[config.mk]
export PLATFORM = sky130hd
export DESIGN_NAME = uart_tx_result_seq
export DESIGN_NICKNAME = d
export VERILOG_FILES = /design/src/rtl/uart_ctrl_pkg.sv /design/src/rtl/hold_timer.sv /design/src/rtl/uart_tx_result_seq.sv
export SDC_FILE = /design/constraint.sdc
export NUM_CORES = 1
export LEC_CHECK = 0
export BUFFER_PORTS_ARGS = -buffer_cell sky130_fd_sc_hd__buf_2
export CORE_ASPECT_RATIO = 0.9
export CORE_MARGIN = 1.5
export CORE_UTILIZATION = 40
export CTS_BUF_LIST = sky130_fd_sc_hd__clkbuf_8
export CTS_CLUSTER_SIZE = 25
export DETAILED_ROUTE_END_ITERATION = 16
export SLEW_MARGIN = 5
export SYNTH_ARGS = -nofsm -noshare
export SYNTH_HDL_FRONTEND = slang
export SYNTH_SLANG_ARGS = --single-unit
[constraint.sdc]
create_clock -name clk -period 2.1 [get_ports clk]
set_clock_uncertainty 0.15 [all_clocks]
set_input_delay 0.105 -clock clk [delete_from_list [all_inputs] [get_ports clk]]
set_output_delay 0.105 -clock clk [all_outputs]
set_load 0.02 [all_outputs]
[src/rtl/uart_ctrl_pkg.sv]
// Shared definitions for the UART result sequencer: state encoding, byte indices, byte select.
// Byte count depends on the optional TX_FLAGS_BYTE_EN macro.
package uart_ctrl_pkg;

    typedef enum logic [3:0] {
        ST_IDLE         = 4'd0,
        ST_LOAD         = 4'd1,
        ST_HOLD         = 4'd2,
        ST_START        = 4'd3,
        ST_WAIT_BUSY_HI = 4'd4,
        ST_WAIT_BUSY_LO = 4'd5,
        ST_NEXT         = 4'd6
    } state_e;

    localparam logic [1:0] BYTE_LSB   = 2'd0;
    localparam logic [1:0] BYTE_MSB   = 2'd1;
    localparam logic [1:0] BYTE_FLAGS = 2'd2;

`ifdef TX_FLAGS_BYTE_EN
    localparam int unsigned NUM_BYTES = 3;
`else
    localparam int unsigned NUM_BYTES = 2;
`endif

    localparam logic [1:0] BYTE_LAST = 2'(NUM_BYTES - 1);

    function automatic logic [7:0] select_byte(
        input logic [1:0]  idx,
        input logic [15:0] res,
        input logic [4:0]  flags
    );
        logic [7:0] b;
        case (idx)
            BYTE_LSB:   b = res[7:0];
            BYTE_MSB:   b = res[15:8];
            BYTE_FLAGS: b = {3'b000, flags};
            default:    b = '0;
        endcase
        return b;
    endfunction

endpackage

[src/rtl/hold_timer.sv]
// 32-bit saturating cycle counter with synchronous clear and count enable,
// plus a ">= limit" compare on the current count.
module hold_timer (
    input  logic        clk,
    input  logic        reset,
    input  logic        clr_i,
    input  logic        en_i,
    input  logic [31:0] limit_i,
    output logic        ge_o
);

    logic [31:0] count_q;

    always_ff @(posedge clk or negedge reset) begin
        if (!reset) begin
            count_q <= '0;
        end else if (clr_i) begin
            count_q <= '0;
        end else if (en_i && (count_q != '1)) begin
            count_q <= count_q + 32'd1;
        end
    end

    assign ge_o = (count_q >= limit_i);

endmodule

[src/rtl/uart_tx_result_seq.sv]
// Sends the latched 16-bit ALU result over the UART TX core, LSB first, one start pulse per byte.
// Optional TX_FLAGS_BYTE_EN adds a flags input and a third {3'b000, flags} byte.
module uart_tx_result_seq
    import uart_ctrl_pkg::*;
#(
    parameter int unsigned WAIT_FOR_REGISTER_DELAY = 100,
    parameter int unsigned BUSY_TIMEOUT            = 1000
) (
    input  logic        clk,
    input  logic        reset,
    input  logic        trigger,
    input  logic [15:0] result,
`ifdef TX_FLAGS_BYTE_EN
    input  logic [4:0]  flags,
`endif
    input  logic        tx_busy,
    output logic        tx_start,
    output logic [7:0]  tx_data,
    output logic        seq_busy,
    output logic        tx_error,
    output logic [3:0]  state_dbg
);

    state_e      state_q, state_d;
    logic [1:0]  idx_q, idx_d;
    logic [15:0] result_q, result_d;
    logic [4:0]  flags_q, flags_d;
    logic [7:0]  tx_data_q, tx_data_d;
    logic        seq_busy_q;
    logic        tx_start_q;
    logic [4:0]  flags_in;

    logic        tmr_clr;
    logic        tmr_en;
    logic        tmr_ge;
    logic [31:0] tmr_limit;
    logic        abort_c;

`ifdef TX_FLAGS_BYTE_EN
    assign flags_in = flags;
`else
    assign flags_in = '0;
`endif

    // One timer serves both the data-settle hold and the busy-rise timeout.
    assign tmr_limit = (state_q == ST_HOLD) ? 32'(WAIT_FOR_REGISTER_DELAY)
                                            : 32'(BUSY_TIMEOUT);

    hold_timer u_hold_timer (
        .clk     (clk),
        .reset   (reset),
        .clr_i   (tmr_clr),
        .en_i    (tmr_en),
        .limit_i (tmr_limit),
        .ge_o    (tmr_ge)
    );

    always_comb begin
        state_d   = state_q;
        idx_d     = idx_q;
        result_d  = result_q;
        flags_d   = flags_q;
        tx_data_d = tx_data_q;
        tmr_clr   = 1'b0;
        tmr_en    = 1'b0;
        abort_c   = 1'b0;

        case (state_q)
            ST_IDLE: begin
                if (trigger) begin
                    result_d = result;
                    flags_d  = flags_in;
                    idx_d    = BYTE_LSB;
                    state_d  = ST_LOAD;
                end
            end
            ST_LOAD: begin
                tx_data_d = select_byte(idx_q, result_q, flags_q);
                tmr_clr   = 1'b1;
                state_d   = ST_HOLD;
            end
            ST_HOLD: begin
                tmr_en = 1'b1;
                if (tmr_ge) begin
                    state_d = ST_START;
                end
            end
            ST_START: begin
                tmr_clr = 1'b1;
                state_d = ST_WAIT_BUSY_HI;
            end
            ST_WAIT_BUSY_HI: begin
                tmr_en = 1'b1;
                if (tx_busy) begin
                    state_d = ST_WAIT_BUSY_LO;
                end else if (tmr_ge) begin
                    abort_c = 1'b1;
                    state_d = ST_IDLE;
                end
            end
            ST_WAIT_BUSY_LO: begin
                if (!tx_busy) begin
                    state_d = ST_NEXT;
                end
            end
            ST_NEXT: begin
                if (idx_q == BYTE_LAST) begin
                    state_d = ST_IDLE;
                end else begin
                    idx_d   = idx_q + 2'd1;
                    state_d = ST_LOAD;
                end
            end
            default: begin
                state_d = ST_IDLE;
            end
        endcase
    end

    // tx_start and seq_busy are registered from the next state so they line up with state_q.
    always_ff @(posedge clk or negedge reset) begin
        if (!reset) begin
            state_q    <= ST_IDLE;
            idx_q      <= '0;
            result_q   <= '0;
            flags_q    <= '0;
            tx_data_q  <= '0;
            seq_busy_q <= 1'b0;
            tx_start_q <= 1'b0;
        end else begin
            state_q    <= state_d;
            idx_q      <= idx_d;
            result_q   <= result_d;
            flags_q    <= flags_d;
            tx_data_q  <= tx_data_d;
            seq_busy_q <= (state_d != ST_IDLE);
            tx_start_q <= (state_d == ST_START);
        end
    end

    assign tx_start  = tx_start_q;
    assign tx_data   = tx_data_q;
    assign seq_busy  = seq_busy_q;
    assign tx_error  = abort_c;
    assign state_dbg = state_q;

endmodule

==> results of run 1 <==
==> routing by layer <==
metal	GRT usage	vias up	wire, um
met1	0.298	1603	4390
li1	-	1500	-
met4	0.0903	0	210
met3	0.0431	17	496
met5	0	-	0
met2	0.329	108	4450
==> state kept, by name, indices dropped and copies added, names as in the netlist <==
signal / cells
tx_start: 1
result_q: 16
idx_q: 2
u_hold_timer.count_q: 32
seq_busy: 1
state_dbg: 4
tx_data: 8
==> layout by cell type, fill, tap and decap left out, types with 6 or more instances in the layout <==
cell	synthesis	layout
and4_1	6	6
buf_4	3	58
xnor2_1	8	8
nor2_1	32	30
inv_1	10	10
o21ai_0	9	7
nand3_1	9	6
a21oi_1	23	18
mux2_2	8	8
a22oi_1	8	8
buf_2	7	33
dlygate4sd3_1	0	17
dfrtp_1	64	56
dfrtp_2	0	8
mux2_1	9	9
nand2_1	29	28
clkbuf_8	0	9
nand4_1	17	17
==> cells by family after synthesis <==
| kind of cell | synth area share |
|---|---|
| AOI/OAI and AO/OA | 0.155 |
| other | 0.00109 |
| and+or+nand+nor | 0.232 |
| DFF | 0.464 |
| adders and majority gates | 0.0145 |
| muxes | 0.0642 |
| xor gates and xnor gates | 0.0301 |
| buffers and inverters | 0.0395 |
==> worst reg2reg max path, delay by kind of cell, from the launching register on <==
kind | cells | cell delay, ns
AOI/OAI and AO/OA | 1 | 0.15
adders and majority gates | 1 | 0.20
buffers and inverters | 2 | 0.29
DFF | 1 | 0.36
and+or+nand+nor | 4 | 0.86
==> cell usage after synthesis (all sizes together) (8+ instances only) <==
cell type	n
o21ai	12
a21oi	23
mux2	17
nand2	31
xnor2	8
inv	10
dfrtp	64
nor2	32
nand4	18
nand3	9
a22oi	8
nor3	8
buf	14
nor4	10
==> through the flow <==
stage | utilization | hold slack, ns | worst slack [ns] | instance area, um^2
floorplan | - | -0.341 | 0.00503 | 3460
global placement | 0.489 | 0.00365 | -0.113 | 4020
detailed placement | 0.489 | 0.00225 | -0.135 | 4020
CTS | 0.567 | 0.0679 | -0.0874 | 4660
global route | 0.594 | 0.109 | -0.193 | 4880
finish | 0.594 | 0.0822 | -0.104 | 4880
==> final cells by class <==
type	count	area (um^2)
tap	115	144
timing repair buffer	116	887
clock inverter	7	101
sequential	64	1610
clock buffer	9	124
inverter	10	37.5
multi-input combinational	252	1980
fill	719	3340
==> report_power, final <==
group	switching [uW]	internal (uW)
combinational	373	307
sequential	97.4	1410
clock	543	680
total	1010	2400
==> worst min-delay path by stage <==
stage                                    end  slack (ns)  cells after the start  startpoint
floorplan                           idx_q[0]       -0.34                      0       reset
global placement    u_hold_timer.count_q[23]       0.004                      2       reset
detailed placement  u_hold_timer.count_q[23]       0.002                      2       reset
CTS                             state_dbg[1]        0.07                      5     tx_busy
global route                    state_dbg[1]        0.11                      5     tx_busy
finish                          state_dbg[1]        0.08                      5     tx_busy
==> timing repair <==
action	4_1_cts	5_1_grt
hold buffers	17	0
buffers inserted	14	11
resized for setup	32	31
endpoints found under the hold margin	80	0
pin swaps	10	17
endpoints found under the setup margin	20	24
==> impl_metrics.py, run 1 <==
metrics = {
    "detailed_routing": {
        "antenna_left": 0,
        "wirelength_um": 9550,
        "drtIter0Drc": 219,
        "via_per_inst": 5.63,
        "drcViolationCount": 0,
        "drtPass1Iterations": 5,
        "post_drt_wl_per_cell_um": 16.7,
        "vias": 3228,
    },
    "yosys": {
        "synth_area_leaders": "dfrtp_1 (46%), nor2_1 (3.5%), a21oi_1 (3.3%)",
        "yosysSeqAreaShare": 0.464,
        "syn_area_per_cell_um2": 10.0,
        "synth.distinct_cells": 62,
        "synth_cells": 345,
        "syn_nets": 369,
        "yosysTopAreaCell": "dfrtp_1",
        "synth_ff_type": "dfrtp_1",
        "synth_area_um2": 3450,
        "ys_ff_latch": 64,
        "synth_edf_count": 0,
        "ys_warn_count": 0,
        "synth_top_area_frac": 0.464,
        "ys_async_sr_fraction": 1.00,
    },
    "cells_and_area": {
        "layout.cells.non_filler": 573,
        "syn_to_final_growth_pct": 41.5,
        "nets": 477,
        "diodes": 0,
        "drive_gt1_frac": 0.389,
    },
    "placement": {
        "numPortBuffers": 34,
        "gp_congestion": 0.862,
        "placed_cells": 517,
        "dpl.hpwl_um": 6260,
    },
    "setup_path": {
        "cp.arrival_ns": 1.95,
        "crit_slowest_cell": "or4b_4",
        "crit_path_end_kind": "primary output",
        "crit_type": "reg -> out",
        "reg2reg_to": "u_hold_timer.count_q[24]",
        "critPathBufInv": 1,
        "worstPathMaxFanout": 4,
        "r2r_start": "u_hold_timer.count_q[0]",
        "path_depth": 5,
        "r2r_slack_ns": 0.01,
        "crit_chain": "or4b_4 -> a21oi_4 -> a2111oi_4 -> nor3b_2 -> buf_4",
        "critPathLaunch": "state_dbg[0]",
        "critPathRequiredTime_ns": 1.85,
        "crit_end": "tx_error",
        "r2r_cells": 8,
        "critPathLaunchType": "flip-flop",
        "max_stage_delay_ns": 0.58,
        "cpLargestDelayFamily": "simple AND/OR/NAND/NOR gates",
    },
    "run": {
        "max-cap-violations": 0,
    },
    "cts": {
        "cts-htree-levels": 3,
        "cts_buffers": 9,
        "root_buffer": "clkbuf_8",
        "cts_tree": "yes",
        "cts.clk_slew.worst_paths_ns": 0.08,
        "clk_latency_ns": 0.36,
        "cts_sinks": 64,
        "clockBufferDepth": 2,
    },
    "pwr": {
        "power.leakage_uw": 0.00213,
        "ir_worst_vdd_mv": 0.449,
        "power.total_uw": 3410,
        "p_per_area_nw_per_um2": 699,
    },
    "timing": {
        "fmax_ghz": 0.454,
        "setup_viol": 1,
        "period_minus_slack_ns": 2.20,
        "fin_crit_sh": 1.05,
        "fin_tns_setup_ns": -0.104,
        "rsz0062_at_grt": "yes",
        "final_hold_viol_count": 0,
        "setup_ws_ns": -0.104,
        "slew_viol_final": 0,
    },
    "die": {
        "initial_utilization": 0.420,
        "die_area_um2": 9200,
        "num_rows": 31,
        "core_um2": 8220,
        "die_h_um": 91.1,
        "ios": 35,
        "die_w_um": 101,
    },
    "global_route": {
        "antenna_found_initial": 0,
        "grt_overflow": 0,
        "grtUsageTotal": 0.216,
        "grt_max_degree": 65,
        "grt_pass1_wl_um": 15300,
        "first_global_vias": 3054,
    },
    "min_path": {
        "hp-class": "in -> reg",
    },
    "outcome": {
        "outcome": "finished, violations left",
        "violations": "negative setup slack",
    },
}
No activity file was read; power rests on OpenSTA's default activity.
==> run 2, diff against run 1 <==
--- a/config.mk
+++ b/config.mk
@@ -11,4 +11,5 @@
 export CORE_UTILIZATION = 40
 export CTS_BUF_LIST = sky130_fd_sc_hd__clkbuf_8
+export CTS_CLUSTER_DIAMETER = 120
 export CTS_CLUSTER_SIZE = 25
 export DETAILED_ROUTE_END_ITERATION = 16
==> constraint.sdc (replaced) <==
create_clock -name clk -period 2.1 [get_ports clk]
set_clock_uncertainty 0.15 [all_clocks]
set_input_delay 0.21 -clock clk [delete_from_list [all_inputs] [get_ports clk]]
set_output_delay 0.21 -clock clk [all_outputs]
set_load 0.02 [all_outputs]
==> run 2 against run 1 <==
The run still ends with negative setup slack left. Clock power is 9.8% higher. Hold slack better by 0.12 ns. Non-clock buffer count is 16 higher. Cell count is 2.8% higher. Critical path depth is 1 higher. Largest cell class unchanged. Design area is 3.0% higher. Register-to-register slack worse by 0.19 ns. Global-route usage is 0.53 points lower.
==> impl_metrics.py, run 2 (same netlist as run 1, synthesis figures left out) <==
metrics = {
    "timing": {
        "final_hold_viol_count": 0,
        "rsz0062_at_grt": "yes",
        "slew_viol_final": 0,
        "slew_headroom": 0.626,
        "fin_crit_sh": 1.12,
        "tightest_slew_ns": 0.557,
        "setup_viol": 8,
        "period_minus_slack_ns": 2.35,
        "fmax_ghz": 0.425,
        "setup_ws_ns": -0.255,
    },
    "detailed_routing": {
        "drtIter0Drc": 153,
        "drtPass1Iterations": 4,
        "wirelength_um": 9350,
        "post_drt_wl_per_cell_um": 15.9,
        "vias": 3215,
        "drcViolationCount": 0,
        "via_per_inst": 5.46,
        "antenna_left": 0,
    },
    "die": {
        "die_h_um": 91.1,
        "core_um2": 8220,
        "die_area_um2": 9200,
        "num_rows": 31,
        "die_w_um": 101,
        "initial_utilization": 0.420,
        "ios": 35,
    },
    "cts": {
        "root_buffer": "clkbuf_8",
        "cts.clk_slew.worst_paths_ns": 0.07,
        "cts-htree-levels": 3,
        "cts_tree": "yes",
        "cts_sinks": 64,
        "cts_buffers": 9,
        "clk_latency_ns": 0.35,
        "clockBufferDepth": 2,
    },
    "global_route": {
        "grt_pass1_wl_um": 15200,
        "use_met1": 0.291,
        "grt_max_degree": 47,
        "grt_use_met2": 0.331,
        "grt_overflow": 0,
        "first_global_vias": 3093,
        "top_usage_layer": "met2",
        "grtUsageTotal": 0.210,
        "use_met3": 0.0431,
        "antenna_found_initial": 0,
    },
    "pwr": {
        "power_frac_seq": 0.428,
        "switching_share": 0.278,
        "internal_power_uw": 2550,
        "power.leakage_uw": 0.00225,
        "p_per_area_nw_per_um2": 703,
        "p_sw_uw": 984,
        "clockPowerShare": 0.378,
        "p_comb_frac": 0.194,
        "ir_worst_vdd_mv": 0.413,
    },
    "cells_and_area": {
        "largest_reg_flops": 32,
        "syn_to_final_growth_pct": 45.7,
        "diodes": 0,
        "nets": 493,
        "num-fill-cells": 684,
        "layout_common_cells": "buf_4 (69), dfrtp_1 (61), buf_2 (33)",
        "fin_area_um2": 5030,
        "drive_gt1_frac": 0.401,
        "final_common_cell": "buf_4",
        "top_register": "u_hold_timer.count_q",
    },
    "setup_path": {
        "r2r_start": "u_hold_timer.count_q[13]",
        "r2r_slack_ns": -0.18,
        "crit_end": "tx_error",
        "path_depth": 6,
        "crit_top_cell": "buf_4",
        "worstPathMaxFanout": 5,
        "r2r_cells": 8,
        "cp.arrival_ns": 1.99,
        "critPathRequiredTime_ns": 1.74,
        "crit_path_end_kind": "primary output",
        "reg2reg_to": "u_hold_timer.count_q[19]",
        "max_stage_delay_ns": 0.40,
        "critPathLaunch": "u_hold_timer.count_q[11]",
        "crit_chain": "buf_4 -> nor4_1 -> nand4_1 -> a2111oi_4 -> nor3b_2 -> buf_4",
        "crit_type": "reg -> out",
        "critPathLaunchType": "flip-flop",
        "crit_slowest_cell": "dfrtp_1",
        "cpLargestDelayFamily": "simple AND/OR/NAND/NOR gates",
        "critPathBufInv": 2,
    },
    "run": {
        "max-cap-violations": 0,
    },
    "min_path": {
        "hp-start": "tx_busy",
        "hold_depth": 5,
        "hp-class": "in -> reg",
    },
    "placement": {
        "place_ws_ns": -0.132,
        "placed_cell_area_um2": 4120,
        "dpl.hpwl_um": 6240,
        "gp_congestion": 0.855,
        "numPortBuffers": 34,
    },
    "outcome": {
        "outcome": "finished, violations left",
        "violations": "negative setup slack",
    },
}
-- run 2: cell count changes in the layout (fill, tap and decap cells not counted), sizes merged --
cell,before,now
clkinvlp,2,1
buf,99,115
clkbuf,9,10
inv,13,11
clkinv,0,1
bufinv,2,3
-- run 2: layout make-up --
cell class	count	area, um^2	share of cell area
Sequential cell	64	1610	0.319
Tap cell	115	144	0.0286
Inverter	10	37.5	0.00746
Clock inverter	6	115	0.0229
Multi-Input combinational cell	252	1960	0.390
Timing Repair Buffer	132	1030	0.204
Clock buffer	10	138	0.0274
-- run 2: metal layers --
metal,part of all wire,up-vias
li1,-,1541
met1,0.47,1593
met2,0.48,68
met3,0.036,13
met4,0.016,0
met5,0,-
-- run 2: metrics by stage --
stage          hold WS [ns]  TNS (ns)  power (uW)  utilization  cells
6_report              0.206    -0.948        3530        0.612    589
5_1_grt               0.218     -2.58        3710        0.612    589
3_3_place_gp         0.0442   -0.0937        2140        0.501    528
2_1_floorplan        -0.236    -0.103        1900            -    345
4_1_cts               0.193    -0.211        3540        0.573    571
3_5_place_dp         0.0518    -0.590        2160        0.501    528
-- run 2: timing repair --
item / 4_1_cts / 5_1_grt
setup buffers: 12 / 18
endpoints found under the hold margin: 34 / 0
gates resized for setup: 22 / 38
hold buffers: 17 / 0
endpoints found under the setup margin: 18 / 29
pin swaps: 8 / 30
cloned: 0 / 1
-- run 2: worst min-delay path by stage --
| stage | end | slack (ns) |
|---|---|---|
| 2_1_floorplan | idx_q[0] | -0.24 |
| 3_3_place_gp | u_hold_timer.count_q[15] | 0.04 |
| 3_5_place_dp | u_hold_timer.count_q[13] | 0.05 |
| 4_1_cts | state_dbg[1] | 0.19 |
| 5_1_grt | state_dbg[1] | 0.22 |
| 6_report | state_dbg[1] | 0.21 |
-- run 2: worst reg2reg max path, cell delays in order (launching register included) --
cell       delay, ns
dfrtp_2         0.44
buf_6           0.13
buf_6           0.11
nand4_1         0.16
nor4_4          0.06
buf_4           0.16
a2111oi_4       0.43
or4b_1          0.47
o21ai_1         0.08
-- run 2: power groups by stage --
| stage | Combinational, uW | Clock [uW] | Sequential [uW] |
|---|---|---|---|
| 5_1_grt | 757 | 1420 | 1540 |
| 6_report | 687 | 1340 | 1510 |
| 3_3_place_gp | 614 | 0 | 1530 |
| 4_1_cts | 666 | 1370 | 1510 |
| 3_5_place_dp | 631 | 0 | 1530 |
| 2_1_floorplan | 279 | 0 | 1620 |
==> run 3, diff against run 2 <==
SKIP_CTS_REPAIR_TIMING = 1   (was unset)
==> run 3 against run 2 <==
The flow still finishes with violations (negative setup slack). Sequential power about the same. Routed wire length decreased by 2.9%. Maximum frequency increased by 0.92%. Clock power about the same. Global-route usage decreased by 0.80 points. Core utilization decreased by 1.7 points. Cell count decreased by 1.9%. Largest cell class unchanged. Highest routed layer unchanged.
==> impl_metrics.py, run 3 (same netlist as run 1, synthesis figures left out) <==
metrics = {
    "global_route": {
        "grt_pass1_wl_um": 14600,
        "first_global_vias": 2974,
        "grt_max_degree": 47,
        "grt_overflow": 0,
        "grtUsageTotal": 0.202,
        "antenna_found_initial": 0,
    },
    "run": {
        "max-cap-violations": 0,
    },
    "die": {
        "ios": 35,
        "die_w_um": 101,
        "die_area_um2": 9200,
        "initial_utilization": 0.420,
        "die_h_um": 91.1,
        "num_rows": 31,
        "core_um2": 8220,
    },
    "cells_and_area": {
        "top_register": "u_hold_timer.count_q",
        "largest_reg_flops": 32,
        "nets": 482,
        "fin_area_um2": 4890,
        "drive_gt1_frac": 0.376,
        "syn_to_final_growth_pct": 41.7,
        "diodes": 0,
        "layout_common_cells": "buf_4 (59), dfrtp_1 (59), buf_2 (33)",
    },
    "timing": {
        "final_hold_viol_count": 0,
        "fin_tns_setup_ns": -0.713,
        "fmax_ghz": 0.429,
        "setup_ws_ns": -0.233,
        "slew_headroom": 0.648,
        "fin_crit_sh": 1.11,
        "period_minus_slack_ns": 2.33,
        "tightest_slew_ns": 0.525,
        "slew_viol_final": 0,
        "whs_ns": 0.196,
        "rsz0062_at_grt": "yes",
        "setup_viol": 6,
    },
    "cts": {
        "cts_sinks": 64,
        "cts.clk_slew.worst_paths_ns": 0.08,
        "cts_tree": "yes",
        "cts-htree-levels": 3,
        "root_buffer": "clkbuf_8",
        "clk_latency_ns": 0.35,
        "cts_buffers": 9,
        "clockBufferDepth": 2,
    },
    "placement": {
        "gp_congestion": 0.855,
        "numPortBuffers": 34,
        "dpl.hpwl_um": 6240,
        "placed_cell_area_um2": 4120,
    },
    "min_path": {
        "hp-class": "in -> reg",
    },
    "detailed_routing": {
        "antenna_left": 0,
        "drtPass1Iterations": 4,
        "post_drt_wl_per_cell_um": 15.7,
        "vias": 3102,
        "wirelength_um": 9080,
        "drtIter0Drc": 142,
        "drcViolationCount": 0,
        "via_per_inst": 5.37,
    },
    "setup_path": {
        "cp.arrival_ns": 1.97,
        "max_stage_delay_ns": 0.57,
        "worstPathMaxFanout": 5,
        "critPathRequiredTime_ns": 1.74,
        "crit_chain": "or4b_4 -> a21oi_4 -> a2111oi_4 -> nor3b_2 -> buf_4",
        "critPathLaunchType": "flip-flop",
        "crit_type": "reg -> out",
        "crit_slowest_cell": "or4b_4",
        "crit_path_end_kind": "primary output",
    },
    "pwr": {
        "p_per_area_nw_per_um2": 720,
        "ir_worst_vdd_mv": 0.411,
        "power.total_uw": 3520,
        "power.leakage_uw": 0.00218,
    },
    "outcome": {
        "outcome": "finished, violations left",
        "violations": "negative setup slack",
    },
}
==> run 3: cell types whose count changed in the layout (fill, tap and decap cells not counted), sizes merged <==
cell / before / now
buf: 115 / 104
==> run 3: worst paths after layout <==
path                            cells after the start                startpoint                  endpoint  slack (ns)
worst max-delay path                                5              state_dbg[0]                  tx_error       -0.23
worst min-delay path                                5                   tx_busy              state_dbg[1]        0.20
worst max register to register                      8  u_hold_timer.count_q[15]  u_hold_timer.count_q[19]       -0.14
worst min register to register                      1              result_q[12]              result_q[12]        0.35
max in group asynchronous                           3                     reset   u_hold_timer.count_q[1]        1.00
min in group asynchronous                           2                     reset  u_hold_timer.count_q[17]        0.21
==> run 3: power breakdown <==
group          internal (uW)  switching [uW]
Sequential              1410             101
Combinational            301             364
Clock                    827             516
==> run 3: area by class of cell <==
| cell class | instances | area, um^2 |
|---|---|---|
| Multi-Input combinational cell | 252 | 1910 |
| Clock buffer | 10 | 138 |
| Timing Repair Buffer | 121 | 940 |
| Sequential cell | 64 | 1610 |
| Inverter | 10 | 37.5 |
| Clock inverter | 6 | 115 |
| Fill cell | 711 | 3330 |
| Tap cell | 115 | 144 |
==> run 3: per-layer routing <==
| metal | GRT usage | share of wire |
|---|---|---|
| met3 | 0.0408 | 0.042 |
| met4 | 0.0613 | 0.0077 |
| met5 | 0 | 0 |
| met2 | 0.313 | 0.48 |
| met1 | 0.285 | 0.47 |
==> run 3: critical path, delay by kind of cell, from the launching register on <==
kind	cells	cell delay [ns]
simple gates	2	0.75
flops	1	0.45
buf+inv	1	0.17
compound gates	2	0.25
==> run 3: through the flow <==
step	setup slack (ns)	cells	utilization
after floorplan	-0.0107	345	-
after global placement	-0.0287	528	0.501
after detailed placement	-0.132	528	0.501
after CTS	-0.535	544	0.531
after global routing	-0.322	578	0.595
final	-0.233	578	0.595
